## src/rtl/writeback_unit_pkg.sv

```systemverilog
// writeback_unit_pkg: shared widths, writeback-source encodings and the $zero index
package writeback_unit_pkg;
    localparam int DATA_WIDTH = 32;
    localparam int REG_ADDR_WIDTH = 5;
    localparam int SB_CNT_WIDTH = 2;
    typedef enum logic [1:0] {
        WB_SEL_ALU  = 2'd0,
        WB_SEL_MEM  = 2'd1,
        WB_SEL_PC4  = 2'd2,
        WB_SEL_RSVD = 2'd3
    } wb_sel_e;
    localparam logic [REG_ADDR_WIDTH-1:0] REG_ZERO = '0;
endpackage

```

## src/rtl/writeback_unit_scoreboard.sv

```systemverilog
// pending_write_scoreboard: per-register in-flight write counters, sticky overflow and busy lookup
module pending_write_scoreboard
    import writeback_unit_pkg::*;
#(
    parameter int REG_ADDR_WIDTH = writeback_unit_pkg::REG_ADDR_WIDTH,
    parameter int SB_CNT_WIDTH   = writeback_unit_pkg::SB_CNT_WIDTH
) (
    input  logic                      clk,
    input  logic                      reset,
    input  logic                      inc,
    input  logic [REG_ADDR_WIDTH-1:0] inc_reg,
    input  logic                      dec,
    input  logic [REG_ADDR_WIDTH-1:0] dec_reg,
    input  logic [REG_ADDR_WIDTH-1:0] read_reg_1,
    input  logic [REG_ADDR_WIDTH-1:0] read_reg_2,
    input  logic                      fwd_hit_1,
    input  logic                      fwd_hit_2,
    output logic                      busy_1,
    output logic                      busy_2,
    output logic                      sb_overflow
);
    localparam int NUM_REGS = 1 << REG_ADDR_WIDTH;
    localparam logic [SB_CNT_WIDTH-1:0] CNT_MAX = '1;
    localparam logic [SB_CNT_WIDTH-1:0] CNT_ONE = SB_CNT_WIDTH'(1);
    logic [SB_CNT_WIDTH-1:0] cnt [NUM_REGS];
    logic [SB_CNT_WIDTH-1:0] cnt_1, cnt_2;
    assign cnt[0] = '0;
    for (genvar g = 1; g < NUM_REGS; g++) begin : g_cnt
        logic up, dn;
        assign up = inc && (inc_reg == REG_ADDR_WIDTH'(g));
        assign dn = dec && (dec_reg == REG_ADDR_WIDTH'(g));
        always_ff @(posedge clk or posedge reset) begin
            if (reset)
                cnt[g] <= '0;
            else if (up && !dn && cnt[g] != CNT_MAX)
                cnt[g] <= cnt[g] + CNT_ONE;
            else if (dn && !up && cnt[g] != '0)
                cnt[g] <= cnt[g] - CNT_ONE;
        end
    end
    // a saturated issue only counts as overflow if no retire to the same register offsets it
    always_ff @(posedge clk or posedge reset) begin
        if (reset)
            sb_overflow <= 1'b0;
        else if (inc && cnt[inc_reg] == CNT_MAX && !(dec && dec_reg == inc_reg))
            sb_overflow <= 1'b1;
    end
    assign cnt_1 = cnt[read_reg_1];
    assign cnt_2 = cnt[read_reg_2];
    assign busy_1 = (cnt_1 != '0) && !(cnt_1 == CNT_ONE && fwd_hit_1);
    assign busy_2 = (cnt_2 != '0) && !(cnt_2 == CNT_ONE && fwd_hit_2);
endmodule

```

## src/rtl/writeback_unit.sv

```systemverilog
// writeback_unit: MEM/WB register, writeback source mux, same-cycle forwarding and pending-write scoreboard
module writeback_unit
    import writeback_unit_pkg::*;
#(
    parameter int DATA_WIDTH     = writeback_unit_pkg::DATA_WIDTH,
    parameter int REG_ADDR_WIDTH = writeback_unit_pkg::REG_ADDR_WIDTH,
    parameter int SB_CNT_WIDTH   = writeback_unit_pkg::SB_CNT_WIDTH
) (
    input  logic                      clk,
    input  logic                      reset,
    input  logic                      mem_valid,
    input  logic                      mem_reg_write,
    input  logic [REG_ADDR_WIDTH-1:0] mem_write_reg,
    input  logic [1:0]                mem_wb_sel,
    input  logic [DATA_WIDTH-1:0]     mem_alu_result,
    input  logic [DATA_WIDTH-1:0]     mem_read_data,
    input  logic [DATA_WIDTH-1:0]     mem_pc_plus4,
    input  logic                      issue_valid,
    input  logic                      issue_reg_write,
    input  logic [REG_ADDR_WIDTH-1:0] issue_reg,
    input  logic [REG_ADDR_WIDTH-1:0] read_reg_1,
    input  logic [REG_ADDR_WIDTH-1:0] read_reg_2,
    output logic [REG_ADDR_WIDTH-1:0] write_reg,
    output logic [DATA_WIDTH-1:0]     write_data,
    output logic                      reg_write,
    output logic [DATA_WIDTH-1:0]     fwd_data_1,
    output logic                      fwd_hit_1,
    output logic [DATA_WIDTH-1:0]     fwd_data_2,
    output logic                      fwd_hit_2,
    output logic                      busy_1,
    output logic                      busy_2,
    output logic                      sb_overflow
);
    localparam logic [REG_ADDR_WIDTH-1:0] ZERO = REG_ADDR_WIDTH'(REG_ZERO);
    logic                  wb_valid, wb_reg_write, issue_inc;
    logic [DATA_WIDTH-1:0] mem_data;
    always_comb
        mem_data = mem_wb_sel == WB_SEL_ALU ? mem_alu_result :
                   mem_wb_sel == WB_SEL_MEM ? mem_read_data  :
                   mem_wb_sel == WB_SEL_PC4 ? mem_pc_plus4   : '0;
    // destination and data only move on a writing entry so they hold while reg_write is low
    always_ff @(posedge clk or posedge reset) begin
        if (reset) begin
            wb_valid     <= 1'b0;
            wb_reg_write <= 1'b0;
            write_reg    <= '0;
            write_data   <= '0;
        end else begin
            wb_valid     <= mem_valid;
            wb_reg_write <= mem_reg_write;
            if (mem_valid && mem_reg_write) begin
                write_reg  <= mem_write_reg;
                write_data <= mem_data;
            end
        end
    end
    assign reg_write  = wb_valid & wb_reg_write & (write_reg != ZERO);
    assign fwd_hit_1  = reg_write & (read_reg_1 == write_reg);
    assign fwd_hit_2  = reg_write & (read_reg_2 == write_reg);
    assign fwd_data_1 = write_data;
    assign fwd_data_2 = write_data;
    assign issue_inc  = issue_valid & issue_reg_write & (issue_reg != ZERO);
    pending_write_scoreboard #(
        .REG_ADDR_WIDTH(REG_ADDR_WIDTH),
        .SB_CNT_WIDTH  (SB_CNT_WIDTH)
    ) u_sb (
        .clk        (clk),
        .reset      (reset),
        .inc        (issue_inc),
        .inc_reg    (issue_reg),
        .dec        (reg_write),
        .dec_reg    (write_reg),
        .read_reg_1 (read_reg_1),
        .read_reg_2 (read_reg_2),
        .fwd_hit_1  (fwd_hit_1),
        .fwd_hit_2  (fwd_hit_2),
        .busy_1     (busy_1),
        .busy_2     (busy_2),
        .sb_overflow(sb_overflow)
    );
endmodule

```

## config.mk

```make
export PLATFORM = sky130hd
export DESIGN_NAME = writeback_unit
export DESIGN_NICKNAME = d
export VERILOG_FILES = /design/src/rtl/writeback_unit_pkg.sv /design/src/rtl/writeback_unit_scoreboard.sv /design/src/rtl/writeback_unit.sv
export SDC_FILE = /design/constraint.sdc
export NUM_CORES = 1
export LEC_CHECK = 0
export CAP_MARGIN = 5
export CORE_ASPECT_RATIO = 0.75
export CORE_UTILIZATION = 50
export CTS_CLUSTER_DIAMETER = 80
export DETAILED_ROUTE_END_ITERATION = 12
export PLACE_DENSITY = 0.83
export SLEW_MARGIN = 40
export SYNTH_ARGS = -nofsm -noshare
export SYNTH_HDL_FRONTEND = slang
export SYNTH_SLANG_ARGS = --single-unit
```

## constraint.sdc

```tcl
create_clock -name clk -period 4.8 [get_ports clk]
set_clock_uncertainty 0.2 [all_clocks]
set_input_delay 1.44 -clock clk [delete_from_list [all_inputs] [get_ports clk]]
set_output_delay 1.44 -clock clk [all_outputs]
set_load 0.1 [all_outputs]
```

### After elaboration in Yosys (flattened, before gate mapping)

Cells that the tools add are included.

| operators by class | value |
|---|---|
| add/sub/neg operators | 62 |
| $lt $le $gt $ge | 3 |
| eq/ne operators | 101 |
| mux-type cells | 74 |
| bitwise logic cells | 9 |
| reduce and logical (&&, ||, !) cells | 326 |

Operator list:

| operator | count |
|---|---|
| $logic_and A1 B1 Y1 | 194 |
| $eq A5 B5 Y1 const B | 32 |
| $mux W2 | 68 |
| $reduce_bool A2 Y1 | 64 |
| $mux W32 | 3 |
| $eq A5 B4 Y1 const B | 16 |
| $logic_not A1 Y1 | 65 |
| $add A2 B1 Y2 const B | 31 |
| $ne A2 B2 Y1 const B | 31 |
| $sub A2 B1 Y2 const B | 31 |
| $eq A5 B3 Y1 const B | 8 |
| $bmux W2 S5 | 3 |
| $eq A5 B2 Y1 const B | 4 |
| $ge A6 B6 Y1 const B | 3 |
| $not A5 Y6 | 3 |
| $eq A5 B5 Y1 | 3 |
| $eq A5 B1 Y1 const B | 2 |
| $reduce_bool A5 Y1 | 2 |
| $and A1 B1 Y1 | 6 |
| $eq A2 B1 Y1 const B | 3 |
| $eq A2 B2 Y1 const B | 2 |
| $logic_not A2 Y1 | 1 |

| word-level totals | value |
|---|---|
| flip-flop bits (word level) | 102 |
| bits of input ports | 124 |
| logic and storage cells | 611 |

### Longest topological paths before layout

Gate-level depths: netlist of run 1.

| logic depth | value |
|---|---|
| word-level depth | 8 |
| mapped depth | 8 |
| mapped depth without buffers | 5 |

### Hierarchy

A second synthesis of run 1 with hierarchy kept.

| unflattened totals | value |
|---|---|
| cells, all modules | 877 |
| area total of the unflattened synthesis | 7911.3 sq um |

By module, submodules not included:

| module | times used | cells each | area each (sq um) | sequential area each (sq um) |
|---|---|---|---|---|
| pending_write_scoreboard | 1 | 567 | 5153.7 | 1576.5 |
| writeback_unit | 1 | 310 | 2757.6 | 975.9 |

### Least setup slack after synthesis of run 1

Ideal clock, no wire load.

| path | value |
|---|---|
| path kind | in2out |
| start | input read_reg_2[1] |
| end | output busy_2 |
| arrival | 6.926 ns |
| data required time | 3.160 ns |
| path slack | -3.766 ns |
| stages on the path | 6 |
| path buffers | 2 |
| cell sequence | buf_4 buf_4 xnor2_1 nand3_1 nor4_1 a21oi_1 |

RTL lines:

| element | line | text |
|---|---|---|
| start: declaration | writeback_unit.sv:22 | `input logic [REG_ADDR_WIDTH-1:0] read_reg_2,` |
| $eq A5 B5 Y1 | writeback_unit.sv:59 | `assign fwd_hit_2 = reg_write & (read_reg_2 == write_reg);` |
| $and A1 B1 Y1 | writeback_unit.sv:59 |  |
| named net fwd_hit_2 | writeback_unit.sv:29 | `output logic fwd_hit_2,` |
| $logic_and A1 B1 Y1 | writeback_unit_scoreboard.sv:51 | `assign busy_2 = (cnt_2 != '0) && !(cnt_2 == CNT_ONE && fwd_hit_2);` |
| $logic_not A1 Y1 | writeback_unit_scoreboard.sv:51 |  |
| $logic_and A1 B1 Y1 | writeback_unit_scoreboard.sv:51 |  |
| end: declaration | writeback_unit.sv:31 | `output logic busy_2,` |

The timed path passes the listed nets, and every way through them passes these cells. The select of a mux whose other input is x is not followed.

### Worst setup path after layout of run 1

| path | value |
|---|---|
| start | input read_reg_1[1] |
| end | output busy_1 |

| on the way | value |
|---|---|
| cells in the longest elaborated chain, start to end | 8 |

RTL lines:

| element | line | text |
|---|---|---|
| start: declaration | writeback_unit.sv:21 | `input logic [REG_ADDR_WIDTH-1:0] read_reg_1,` |
| $not A5 Y6 (not written as such) | writeback_unit_scoreboard.sv:48 | `assign cnt_1 = cnt[read_reg_1];` |
| $bmux W2 S5 | writeback_unit_scoreboard.sv:48 |  |
| $mux W2 (not written as such) (2 in series) | writeback_unit_scoreboard.sv:48 |  |
| $eq A2 B1 Y1 | writeback_unit_scoreboard.sv:50 | `assign busy_1 = (cnt_1 != '0) && !(cnt_1 == CNT_ONE && fwd_hit_1);` |
| $logic_and A1 B1 Y1 | writeback_unit_scoreboard.sv:50 |  |
| $logic_not A1 Y1 | writeback_unit_scoreboard.sv:50 |  |
| $logic_and A1 B1 Y1 (*) | writeback_unit_scoreboard.sv:50 |  |
| end: declaration | writeback_unit.sv:30 | `output logic busy_1,` |

Every way passes the cells marked *; elsewhere a longest branch is shown, timed or not. The select of a mux whose other input is x is not followed.

==> metrics.md, run 1 <==
| Metric | Value |
|---|---|
| Status | finished clean |
| Vias | 8239 |
| Die Area | 0.01721 mm2 |
| Root Driver | clkbuf_16 |
| Wire length on met2 | approximately 12000 um |
| Initial core utilization | 0.5159 |
| Total global routing overflow | 0 |
| DRT iter0 DRCs | 1025 |
| Placed cells | 1314 |
| WP buf/inv | 3 |
| Fin util | 0.6487 |
| Pwr dens | 405.1 mW/mm2 |
| Global Route Usage Sum | 0.3517 |
| Setup WS pre-CTS | -370.7 ps |
| Final net count | 1246 |
| Final critical-path setup slack | ~24 ps |
| WL met1 | 13030 um |
| Crit. End Element | output pin |
| Count leader, synth | dfrtp_1 |
| Drt wl/cell | between 20 and 25 um |
| Top cells by count, synth | dfrtp_1 (102), o21ai_0 (83), nand2_1 (81), nor2_1 (75), mux2i_1 (73) |
| End of the critical path | busy_1 |
| Synth Area in Simple Gates | 0.1974 |
| Static Leakage | about 4.6 nW |
| Synthesized area per cell | 8.679 um2 |
| DIE HEIGHT | 113.9 um |
| Adder-cell area share of the yosys netlist | 0 |
| Post-route DRC | 0 |
| Critical path arrival | 3140 ps |
| Hold_ws | 321.8 ps |
| DR vias/cell | 6.162 |
| Cell Count, Final, Fillers Out | 1337 |
| Most used cell, CP | buf_12 |
| Port Buffers | 230 |
| Seq cells post-synth | 102 |
| Pwr Total | approximately 4.2 mW |
| Period minus WS final | 4776 ps |
| CP top delay family | multiplexers |
| Worst Setup SP | read_reg_1[1] |
| Final setup fails | 0 |
| Seq/Total Area, Yosys | 0.3060 |
| Antenna viol nets, final | 0 |
| Slew @ Worst Pin | between 800 and 900 ps |
| Post-layout instance area | roughly 0.010 mm2 |
| DIE WIDTH | ~150 um |
| Asr flop ratio synth | 1.000 |
| Layout area overhead | 25.73% |
| Critical R2R Capture | u_sb.cnt[54] |
| Reg-to-reg setup timing slack | approximately 2100 ps |
| Post-Syn Area | 0.008340 mm2 |
| Routed WL | 29460 um |
| CP max-delay cell | mux4_2 |
| CP peak stage delay | 480 ps |
| Final GP Congestion | 0.9780 |
| Num ports | 231 |
| Synthesized netlist cell count | a little under 1k |
| R2r startpoint | write_reg[4] |
| Critical path fanouts, max | 8 |
| Mux contribution to synthesized area | 0.1992 |
| Max frequency | approximately 210 MHz |
| Core area | roughly 0.016 mm2 |
| Vias in the first global route | 7783 |
| Final Hold Vio Count | 0 |
| Yosys top cell by area | dfrtp_1 |
| WP depth | 8 |
| Synth Area in Compound Gates | 0.1710 |
| H-tree depth | 3 |
| Final period utilization | 0.9951 |
| WS Path Type | in2out |
| Synth area leaders | dfrtp_1 (31%), mux2i_1 (8.8%), mux4_2 (7.6%), buf_4 (6.1%), o21ai_0 (5.0%) |
| Synth top area share | 0.3060 |
| Met3 wire len | 3625 um |
| Critical-path cell list | buf_8 > buf_12 > mux2i_2 > mux4_2 > nand3_2 > nand4_1 > a211oi_4 > buf_12 |
| Largest register FFs | 62 |
| CTS tree | yes |
| Ant. Diodes | 0 |
| Largest family of logic cells by synthesized area | multiplexers |
| Core Rows | 40 |
| Clock tree buffer depth | 2 |
| Initial antenna violation count | 0 |
| Syn Nets | 1085 |
| Worst skew pair latency | 360 ps |
| Req. time, crit path | about 3200 ps |
| Synth warn | 0 |
| Fin. max-slew vios | 0 |
| Setup total negative slack | 0 ps |
| First-pass GRT wire length | 45030 um |
| Most used DFF post-synth | dfrtp_1 |
| Max IR drop VDD | 493.3 uV |
| Clk slew on worst S/H paths | 80 ps |
| Critical Path Start Type | input port |
| DP Area | 0.01001 mm2 |
| Total of max-cap violations | 0 |
| Post-DP HPWL | between 20000 and 25000 um |
| Slew margin rel. | 0.4117 |
| Highest routed metal layer | met4 |
| Cell variety after synth | 65 |
| Sinks on Clock Net | 102 |
| Share of cells above drive strength 1 | 0.2263 |
| Largest net degree at the start of global routing | 61 |
| Post-synth EDFFs | 0 |
| Worst hold path class | reg2reg |
| Cts bufs inserted | 9 |
| First-pass iteration count of the detailed router | 7 |
| Post-CTS Hold Fix Bufs | 0 |
| Synth Area in XOR/XNOR | 0.01575 |
| Worst r2r path cells | 5 |
==> placed cells by master (no fill, tap or decap), types with 4 or more instances in the layout <==
cell type	Yosys	layout
buf_2	24	101
inv_1	19	18
a21o_1	4	4
a21oi_1	72	71
clkdlybuf4s50_1	0	116
xor2_1	6	5
and3_1	10	10
buf_4	68	42
nor4_1	6	4
o21ai_1	18	17
nand3_1	40	38
nand3_2	2	4
nand4_1	9	9
dfrtp_1	102	102
buf_12	2	9
mux2_1	4	4
xnor2_1	9	8
nand2b_1	9	9
nor2_1	75	75
nand2_1	81	80
nand3b_1	5	5
mux2i_1	73	71
nor2b_1	14	12
mux4_2	28	28
or2_1	4	4
o21ai_0	83	83
mux2_2	18	18
clkbuf_16	0	9
a221oi_1	18	17
nor3_1	51	51
a211oi_1	15	15
or3_1	9	9
==> worst min-delay path by stage <==
| stage | from | end | slack (ps) | cells past startpoint |
|---|---|---|---|---|
| final | fwd_data_1[24] | fwd_data_1[24] | 320 | 2 |
| after global routing | fwd_data_1[25] | fwd_data_1[25] | 370 | 2 |
| after CTS | fwd_data_1[24] | fwd_data_1[24] | 330 | 2 |
| after detailed placement | fwd_data_1[24] | fwd_data_1[24] | 310 | 2 |
| after global placement | fwd_data_1[21] | fwd_data_1[21] | 310 | 2 |
| after floorplan | u_sb.cnt[12] | u_sb.cnt[12] | 280 | 1 |
==> cell type report <==
type	count	area (um2)
clock buffers	9	225.2
clock inverters	7	91.34
fillers	1367	5679
inverters	20	80.08
multi-input cells	713	4995
flip-flops and latches	102	2552
well taps	210	262.8
repair buffers	276	2280
==> report_power, final <==
part	leakage [nW]	switching, mW	total (mW)	internal (mW)
logic	3.23	1.46	2.09	0.630
registers	1.20	0.351	1.37	1.02
clock network	0.156	0.368	0.785	0.418
==> repair_timing <==
action	CTS	global route
setup endpoints to repair	4	2
gates resized for setup	24	15
cloned	2	0
setup buffers	5	1
pin swaps	6	6
==> kinds of logic (layout without fill, tap and decap cells) <==
kind of cell,Yosys count,in the layout
DFF,102,102
AOI/OAI and AO/OA,239,239
and+or+nand+nor,334,334
muxes,125,125
xor gates and xnor gates,15,15
buffers and inverters,146,312
==> per-layer routing <==
metal,GRT usage,up-vias
met2,0.4881,468
li1,-,3772
met5,0,-
met1,0.5255,3945
met3,0.1064,54
met4,0.09133,0
==> worst min-delay path, cell delays in order (launching register included) <==
cell and delay (ps):
dfrtp_1 380, nand2_1 50, o21ai_0 60
Note: power is estimated with default switching activity, not from simulation.
==> inputs of run 2 (changes only) <==
clock period = 4.6 ns   (was 4.8 ns; I/O delays follow)
==> run 2 against run 1 <==
Sequential power increased by 5%. The run now ends with negative setup slack left. Utilization increased by 0.78 points. Flip-flop and latch count unchanged. Clock power about the same. Via count is 1.4% higher. Combinational power increased by 4%. Largest power group unchanged. Design area rose by 1.2%. Total power increased by 3.7%. Register-to-register slack lost 110 ps. Highest routed layer is now met5. Sequential share of layout area decreased by 0.29 points. Cell count up 0.37%.
==> metrics.md, run 2 (synthesis gave the netlist of run 1 again) <==
| Metric | Value |
|---|---|
| Max IR drop VDD | 501.9 uV (was 493.3 uV) |
| Comb pwr share | 0.495 (was 0.491) |
| Req. time, crit path | 3020 ps (was 3160 ps) |
| DIE WIDTH | 151.1 um (unchanged) |
| Cts bufs inserted | 9 (unchanged) |
| Slew margin rel. | 0.4548 (was 0.4117) |
| Final setup fails | 1 (was 0) |
| Final GP Congestion | 1.052 (was 0.9780) |
| DR vias/cell | 6.227 (was 6.162) |
| Reg-to-reg setup timing slack | 1980 ps (was 2090 ps) |
| Die Area | 0.01721 mm2 (unchanged) |
| FF+latch area | 0.002552 mm2 (unchanged) |
| Final critical-path setup slack | -148.5 ps (was 23.69 ps) |
| Share of cells above drive strength 1 | 0.2288 (was 0.2263) |
| Vias in the first global route | 7684 (was 7783) |
| Global Route Usage Sum | 0.3308 (was 0.3517) |
| Pwr dens | 415.2 mW/mm2 (was 405.1 mW/mm2) |
| Layout area overhead | 27.24% (was 25.73%) |
| Final net count | 1251 (was 1246) |
| DRT iter0 DRCs | 1271 (was 1025) |
| Initial antenna violation count | 0 (unchanged) |
| Post-layout instance area | 0.01061 mm2 (was 0.01049 mm2) |
| First-pass GRT wire length | 43150 um (was 45030 um) |
| Core Rows | 40 (unchanged) |
| Violated checks | negative setup slack |
| Leading cell type in the layout, fill and taps excluded | clkdlybuf4s50_1 (unchanged) |
| Initial core utilization | 0.5159 (unchanged) |
| Fin. max-slew vios | 0 (unchanged) |
| Post-CTS Hold Fix Bufs | 0 (unchanged) |
| Most frequent cells in the layout | clkdlybuf4s50_1 (116), dfrtp_1 (102), buf_2 (99) (was clkdlybuf4s50_1 (116), dfrtp_1 (102), buf_2 (101)) |
| Num ports | 231 (unchanged) |
| Critical R2R Capture | u_sb.cnt[54] (unchanged) |
| CTS tree | yes (unchanged) |
| Worst r2r path cells | 5 (unchanged) |
| Largest register FFs | 62 (unchanged) |
| H-tree depth | 3 (unchanged) |
| Clock power share | 0.178 (was 0.185) |
| Total global routing overflow | 0 (unchanged) |
| Max frequency | about 210 MHz |
| Pwr Total | 4.407 mW (was 4.248 mW) |
| Worst Setup SP | read_reg_1[0] (was read_reg_1[1]) |
| Worst hold path class | reg2reg (unchanged) |
| Ant. Diodes | 0 (unchanged) |
| Drt wl/cell | 20.95 um (was 22.03 um) |
| NetSw | 2.275 mW (was 2.176 mW) |
| Final period utilization | 1.032 |
| Antenna viol nets, final | 0 (unchanged) |
| Sinks on Clock Net | 102 (unchanged) |
| Final Hold Vio Count | 0 (unchanged) |
| Port Buffers | 230 (unchanged) |
| Largest net degree at the start of global routing | 75 (was 61) |
| Fin util | 0.6565 (was 0.6487) |
| Multi-input gate area in the final layout | 0.004992 mm2 (was 0.004995 mm2) |
| Post-route DRC | 0 (unchanged) |
| End of the critical path | busy_1 (unchanged) |
| Switching part of the total | 0.5162 (was 0.5123) |
| Root Driver | clkbuf_16 (unchanged) |
| First-pass iteration count of the detailed router | 6 (was 7) |
| Cell Count, Final, Fillers Out | 1342 (was 1337) |
| Seq pwr share | 0.327 (was 0.324) |
| Crit. End Element | output pin (unchanged) |
| Vias | 8357 (was 8239) |
| Critical path arrival | 3170 ps (was 3140 ps) |
| Period minus WS final | around 4700 ps |
| Critical Path Start Type | input port (unchanged) |
| Placed cells | 1313 (was 1314) |
| Static Leakage | 4.651 nW (was 4.585 nW) |
| WS Path Type | in2out (unchanged) |
| R2r startpoint | write_reg[4] (unchanged) |
| Clock tree buffer depth | 2 (unchanged) |
| Clk slew on worst S/H paths | 80 ps (about the same) |
| Filler instances | 1295 (was 1367) |
| Hold_ws | 313.4 ps (was 321.8 ps) |
| Status | finished with violations (was finished clean) |
| DP Area | 0.01002 mm2 (was 0.01001 mm2) |
| Worst skew pair latency | 360 ps (about the same) |
| Total of max-cap violations | 0 (unchanged) |
| Routed WL | 28120 um (was 29460 um) |
| Internal | 2.132 mW (was 2.072 mW) |
| DIE HEIGHT | 113.9 um (unchanged) |
| Core area | 0.01617 mm2 (unchanged) |
| Post-DP HPWL | 21080 um (was 22600 um) |
| RSZ-0062 raised after global routing | yes |
| Critical path fanouts, max | 7 (was 8) |
| Slew @ Worst Pin | 816.1 ps (was 880.7 ps) |
run 2: cell count changes in the layout (fill, tap and decap cells not counted), sizes merged:
cell,before,now
clkinv,4,2
clkinvlp,0,1
clkdlybuf4s15,2,1
dlygate4sd2,0,2
inv,22,24
bufinv,1,0
bufbuf,0,2
buf,157,159
run 2: metal layers:
| metal | vias to the layer above | share of wire | wire [um] | track usage |
|---|---|---|---|---|
| met5 | - | 0.00068 | 19 | 0 |
| met4 | 2 | 0.025 | 716 | 0.08667 |
| met3 | 85 | 0.13 | 3728 | 0.1076 |
| met2 | 570 | 0.43 | 12080 | 0.4734 |
| met1 | 3909 | 0.41 | 11570 | 0.4776 |
| li1 | 3791 | - | - | - |
run 2: cell type report:
cell class,count,share of cell area
well taps,210,0.02476
clock buffers,9,0.02122
repair buffers,281,0.2278
inverters,20,0.007310
flip-flops and latches,102,0.2405
clock inverters,7,0.008017
multi-input cells,713,0.4704
run 2: what timing repair did:
item                                    4_1_cts  5_1_grt
cloned                                        4        1
endpoints found under the hold margin         0        0
buffers inserted                              7        1
endpoints found under the setup margin        4        2
resized for setup                            35        8
pin swaps                                     5        5
run 2: worst max-delay path, stage by stage:
cell	delay, ps
clkdlybuf4s15_2	230
buf_12	150
buf_4	160
mux4_2	220
nor2b_1	70
o21ai_2	230
nand4_1	210
a211oi_4	290
buf_12	210
run 2: how the worst min path moves through the flow:
stage / slack [ps] / start / cells after the start / end
floorplan: 280 / u_sb.cnt[12] / 1 / u_sb.cnt[12]
global placement: 310 / fwd_data_1[20] / 2 / fwd_data_1[20]
detailed placement: 310 / fwd_data_1[21] / 2 / fwd_data_1[21]
CTS: 320 / fwd_data_1[21] / 2 / fwd_data_1[21]
global route: 370 / fwd_data_1[29] / 2 / fwd_data_1[29]
finish: 310 / fwd_data_1[21] / 2 / fwd_data_1[21]
run 2: power groups by stage:
stage	Combinational [mW]	Sequential (mW)	Clock [mW]
2_1_floorplan	1.47	1.62	0
3_3_place_gp	2.19	1.42	0
3_5_place_dp	2.11	1.42	0
4_1_cts	2.14	1.40	0.803
5_1_grt	2.28	1.45	0.834
6_report	2.18	1.44	0.785
run 2: metrics by stage:
| stage | TNS [ps] | setup slack, ps |
|---|---|---|
| final | -148.5 | -148.5 |
| after global routing | -177.5 | -173.5 |
| after CTS | -116.9 | -116.9 |
| after detailed placement | -1026 | -438.5 |
| after global placement | -905.2 | -409.8 |
| after floorplan | -806.0 | -410.1 |
==> inputs of run 3 (changes only) <==
CORE_UTILIZATION = 49   (was 50)
PLACE_DENSITY = 0.82   (was 0.83)
SYNTH_HIERARCHICAL = 1   (was not set)
==> run 3 against run 2 <==
The flow still finishes with violations (negative setup slack). Wire length fell by 5.4%. Clock power increased by 2%. Non-clock buffer count increased by 4. Flip-flop and latch count unchanged. Critical path depth rose by 1. Sequential share of layout area grew 0.89 points. Utilization is 0.31 points higher. Sequential power shrank 13%. Combinational power is 7% lower. Total power fell by 7.7%. Critical path type unchanged. Largest cell class unchanged. Highest routed layer is now met4.
==> metrics.md, run 3 <==
| Metric | Value |
|---|---|
| Final critical-path setup slack | -126.3 ps (was -148.5 ps) |
| First-pass iteration count of the detailed router | 5 (was 6) |
| Synth Area in XOR/XNOR | 0.01661 (was 0.01575) |
| DRT iter0 DRCs | 695 (was 1271) |
| Worst hold path class | reg2reg (unchanged) |
| Top cells by count, synth | dfrtp_1 (102), nor2_1 (78), nand2_1 (69), buf_4 (66), a21oi_1 (53) (was dfrtp_1 (102), o21ai_0 (83), nand2_1 (81), nor2_1 (75), mux2i_1 (73)) |
| Initial core utilization | 0.5098 (was 0.5159) |
| Post-DP HPWL | 19930 um (was 21080 um) |
| Critical path arrival | 3150 ps (was 3170 ps) |
| Largest register FFs | 62 (unchanged) |
| Sinks on Clock Net | 102 (unchanged) |
| Die Area | 0.01666 mm2 (was 0.01721 mm2) |
| Fin. max-slew vios | 0 (unchanged) |
| Violated checks | negative setup slack (unchanged) |
| Largest net degree at the start of global routing | 45 (was 75) |
| Met3 Resource Use GR | 0.08821 (was 0.1076) |
| Count leader, synth | dfrtp_1 (unchanged) |
| Mux contribution to synthesized area | 0.1846 (was 0.1992) |
| Vias in the first global route | 7117 (was 7684) |
| Slew margin rel. | 0.4895 (was 0.4548) |
| Largest family of logic cells by synthesized area | simple AND/OR/NAND/NOR gates (was multiplexers) |
| Synthesized netlist cell count | 877 (was 961) |
| Status | finished with violations (unchanged) |
| Met1 GRT Util | 0.4619 (was 0.4776) |
| Layout area overhead | 29.37% (was 27.24%) |
| Seq/Total Area, Yosys | 0.3226 (was 0.3060) |
| DIE HEIGHT | 112.0 um (was 113.9 um) |
| First-pass GRT wire length | 40330 um (was 43150 um) |
| Post-Syn Area | 0.007911 mm2 (was 0.008340 mm2) |
| FF+latch area | 0.002552 mm2 (unchanged) |
| Leading cell type in the layout, fill and taps excluded | clkdlybuf4s50_1 (unchanged) |
| Port Buffers | 230 (unchanged) |
| CP top delay family | compound AO/OA/AOI/OAI gates (was buffers and inverters) |
| Static Leakage | 4.232 nW (was 4.651 nW) |
| DR vias/cell | 6.054 (was 6.227) |
| GR Layer Usage met2 | 0.4648 (was 0.4734) |
| Fin util | 0.6596 (was 0.6565) |
| Synth warn | 6 (was 0) |
| Req. time, crit path | 3020 ps (about the same) |
| Synth top area share | 0.3226 (was 0.3060) |
| Clk slew on worst S/H paths | 70 ps (was 80 ps) |
| Core Rows | 39 (was 40) |
| RSZ-0062 raised after global routing | yes (unchanged) |
| CTS tree | yes (unchanged) |
| Most used DFF post-synth | dfrtp_1 (unchanged) |
| Pwr dens | 397.3 mW/mm2 (was 415.2 mW/mm2) |
| WS Path Type | in2out (unchanged) |
| Synth Area in Simple Gates | 0.2001 (was 0.1974) |
| Final net count | 1184 (was 1251) |
| Most frequent cells in the layout | clkdlybuf4s50_1 (113), dfrtp_1 (102), buf_2 (96) (was clkdlybuf4s50_1 (116), dfrtp_1 (102), buf_2 (99)) |
| Cell variety after synth | 57 (was 65) |
| Period minus WS final | 4726 ps (was 4749 ps) |
| Yosys top cell by area | dfrtp_1 (unchanged) |
| Synthesized area per cell | 9.021 um2 (was 8.679 um2) |
| Antenna viol nets, final | 0 (unchanged) |
| DP Area | 0.009706 mm2 (was 0.01002 mm2) |
| CP max-delay cell | o41ai_2 (was a211oi_4) |
| Critical Path Start Type | input port (unchanged) |
| CP peak stage delay | 310 ps (was 290 ps) |
| Core area | 0.01552 mm2 (was 0.01617 mm2) |
| Global Route Usage Sum | 0.3187 (was 0.3308) |
| Crit. End Element | output pin (unchanged) |
| Vias | 7682 (was 8357) |
| Critical path fanouts, max | 2 (was 7) |
| Slew @ Worst Pin | 763.4 ps (was 816.1 ps) |
| WP buf/inv | 4 (unchanged) |
| Asr flop ratio synth | 1.000 (unchanged) |
| Synth Area in Compound Gates | 0.1643 (was 0.1710) |
| GR peak layer | met2 (was met1) |
| Drt wl/cell | 20.96 um (was 20.95 um) |
| Cts bufs inserted | 9 (unchanged) |
| Multi-input gate area in the final layout | 0.004669 mm2 (was 0.004992 mm2) |
| Post-synth EDFFs | 0 (unchanged) |
| H-tree depth | 3 (unchanged) |
| Syn Nets | 1001 (was 1085) |
| Ant. Diodes | 0 (unchanged) |
| Filler instances | 1308 (was 1295) |
| Max IR drop VDD | 440.3 uV (was 501.9 uV) |
| Clock tree buffer depth | 2 (unchanged) |
| Share of cells above drive strength 1 | 0.2481 (was 0.2288) |
| Num ports | 231 (unchanged) |
| Total of max-cap violations | 0 (unchanged) |
| Total global routing overflow | 0 (unchanged) |
| Max frequency | 211.6 MHz (was 210.6 MHz) |
| Synth area leaders | dfrtp_1 (32%), buf_4 (6.3%), mux2i_1 (6.1%), mux4_2 (4.6%), mux4_1 (4.0%) (was dfrtp_1 (31%), mux2i_1 (8.8%), mux4_2 (7.6%), buf_4 (6.1%), o21ai_0 (5.0%)) |
| Seq cells post-synth | 102 (unchanged) |
| DIE WIDTH | 148.7 um (was 151.1 um) |
| Post-layout instance area | 0.01023 mm2 (was 0.01061 mm2) |
| Final period utilization | 1.027 (was 1.032) |
| Worst skew pair latency | 360 ps (about the same) |
| Critical-path cell list | buf_8 > xnor2_2 > nand3_2 > nor4_4 > inv_1 > a32o_2 > o41ai_2 > buf_4 > o21ai_4 > buf_12 (was clkdlybuf4s15_2 > buf_12 > buf_4 > mux4_2 > nor2b_1 > o21ai_2 > nand4_1 > a211oi_4 > buf_12) |
| Post-route DRC | 0 (unchanged) |
| Initial antenna violation count | 0 (unchanged) |
| Hold_ws | 310.1 ps (was 313.4 ps) |
| Adder-cell area share of the yosys netlist | 0 (unchanged) |
| Final setup fails | 2 (was 1) |
| Root Driver | clkbuf_16 (unchanged) |
| Final Hold Vio Count | 0 (unchanged) |
| Routed WL | 26600 um (was 28120 um) |
| Final GP Congestion | 1.051 (was 1.052) |
run 3: cell count changes after synthesis, moves of 13 or more:
cell      change
a221oi_1     -18
mux2i_1      -25
o21ai_1      -16
o221ai_1     +20
nor3_1       -49
a211oi_1     -13
a21oi_1      -19
o21ai_0      -40
inv_1        +18
a31oi_1      +34
or2_0        +28
run 3: path summary, 6_finish.rpt:
check                            startpoint               end  slack, ps  cells after the start
max                           read_reg_2[0]            busy_2       -130                     10
min                        u_sb/sb_overflow  u_sb/sb_overflow        310                      2
max reg2reg                    write_reg[0]      u_sb/cnt[58]       1580                      8
min reg2reg                u_sb/sb_overflow  u_sb/sb_overflow        310                      2
max in group asynchronous             reset      u_sb/cnt[55]       2270                      3
min in group asynchronous             reset     fwd_data_1[5]       1150                      2
run 3: routing by layer:
layer	wire length (um)	vias up
met5	0	-
met1	11680	3707
met2	11690	416
met4	535	0
li1	-	3512
met3	2688	47
run 3: cell families (layout without fill, tap and decap cells):
family / count (synthesis) / in the layout
xor+xnor: 15 / 15
simple gates: 305 / 305
mux: 103 / 103
flops: 102 / 102
compound gates: 202 / 202
buf+inv: 150 / 337
run 3: area by class of cell:
class                   instances  area share
repair buffers                285      0.2256
inverters                      37     0.01369
multi-input cells             625      0.4562
clock buffers                   9     0.02200
flip-flops and latches        102      0.2494
clock inverters                 6    0.008068
well taps                     205     0.02506
run 3: per-stage QoR:
| stage | setup WS [ps] | power [mW] | instances | setup TNS (ps) |
|---|---|---|---|---|
| floorplan | -826.6 | 2.829 | 877 | -1653 |
| global placement | -487.1 | 3.304 | 1246 | -887.3 |
| detailed placement | -499.4 | 3.215 | 1246 | -934.6 |
| CTS | -110.7 | 4.040 | 1267 | -175.2 |
| global route | -217.3 | 4.206 | 1269 | -278.1 |
| finish | -126.3 | 4.067 | 1269 | -133.9 |
run 3: worst min-delay path, cell delays in order, from the launching register on:
cell	delay (ps)
dfrtp_1	370
a41oi_1	50
o31ai_1	60
run 3: repair_timing:
action	in CTS	in global routing
pin swaps	17	18
setup buffers	6	2
gates resized for setup	63	17
setup endpoints to repair	2	2
hold buffers	0	0
run 3: where the power goes:
group          leakage (nW)  total [mW]  internal [mW]  switching, mW
combinational          2.79        2.02          0.559           1.46
sequential             1.29        1.25           1.01          0.236
clock                 0.147       0.802          0.431          0.371
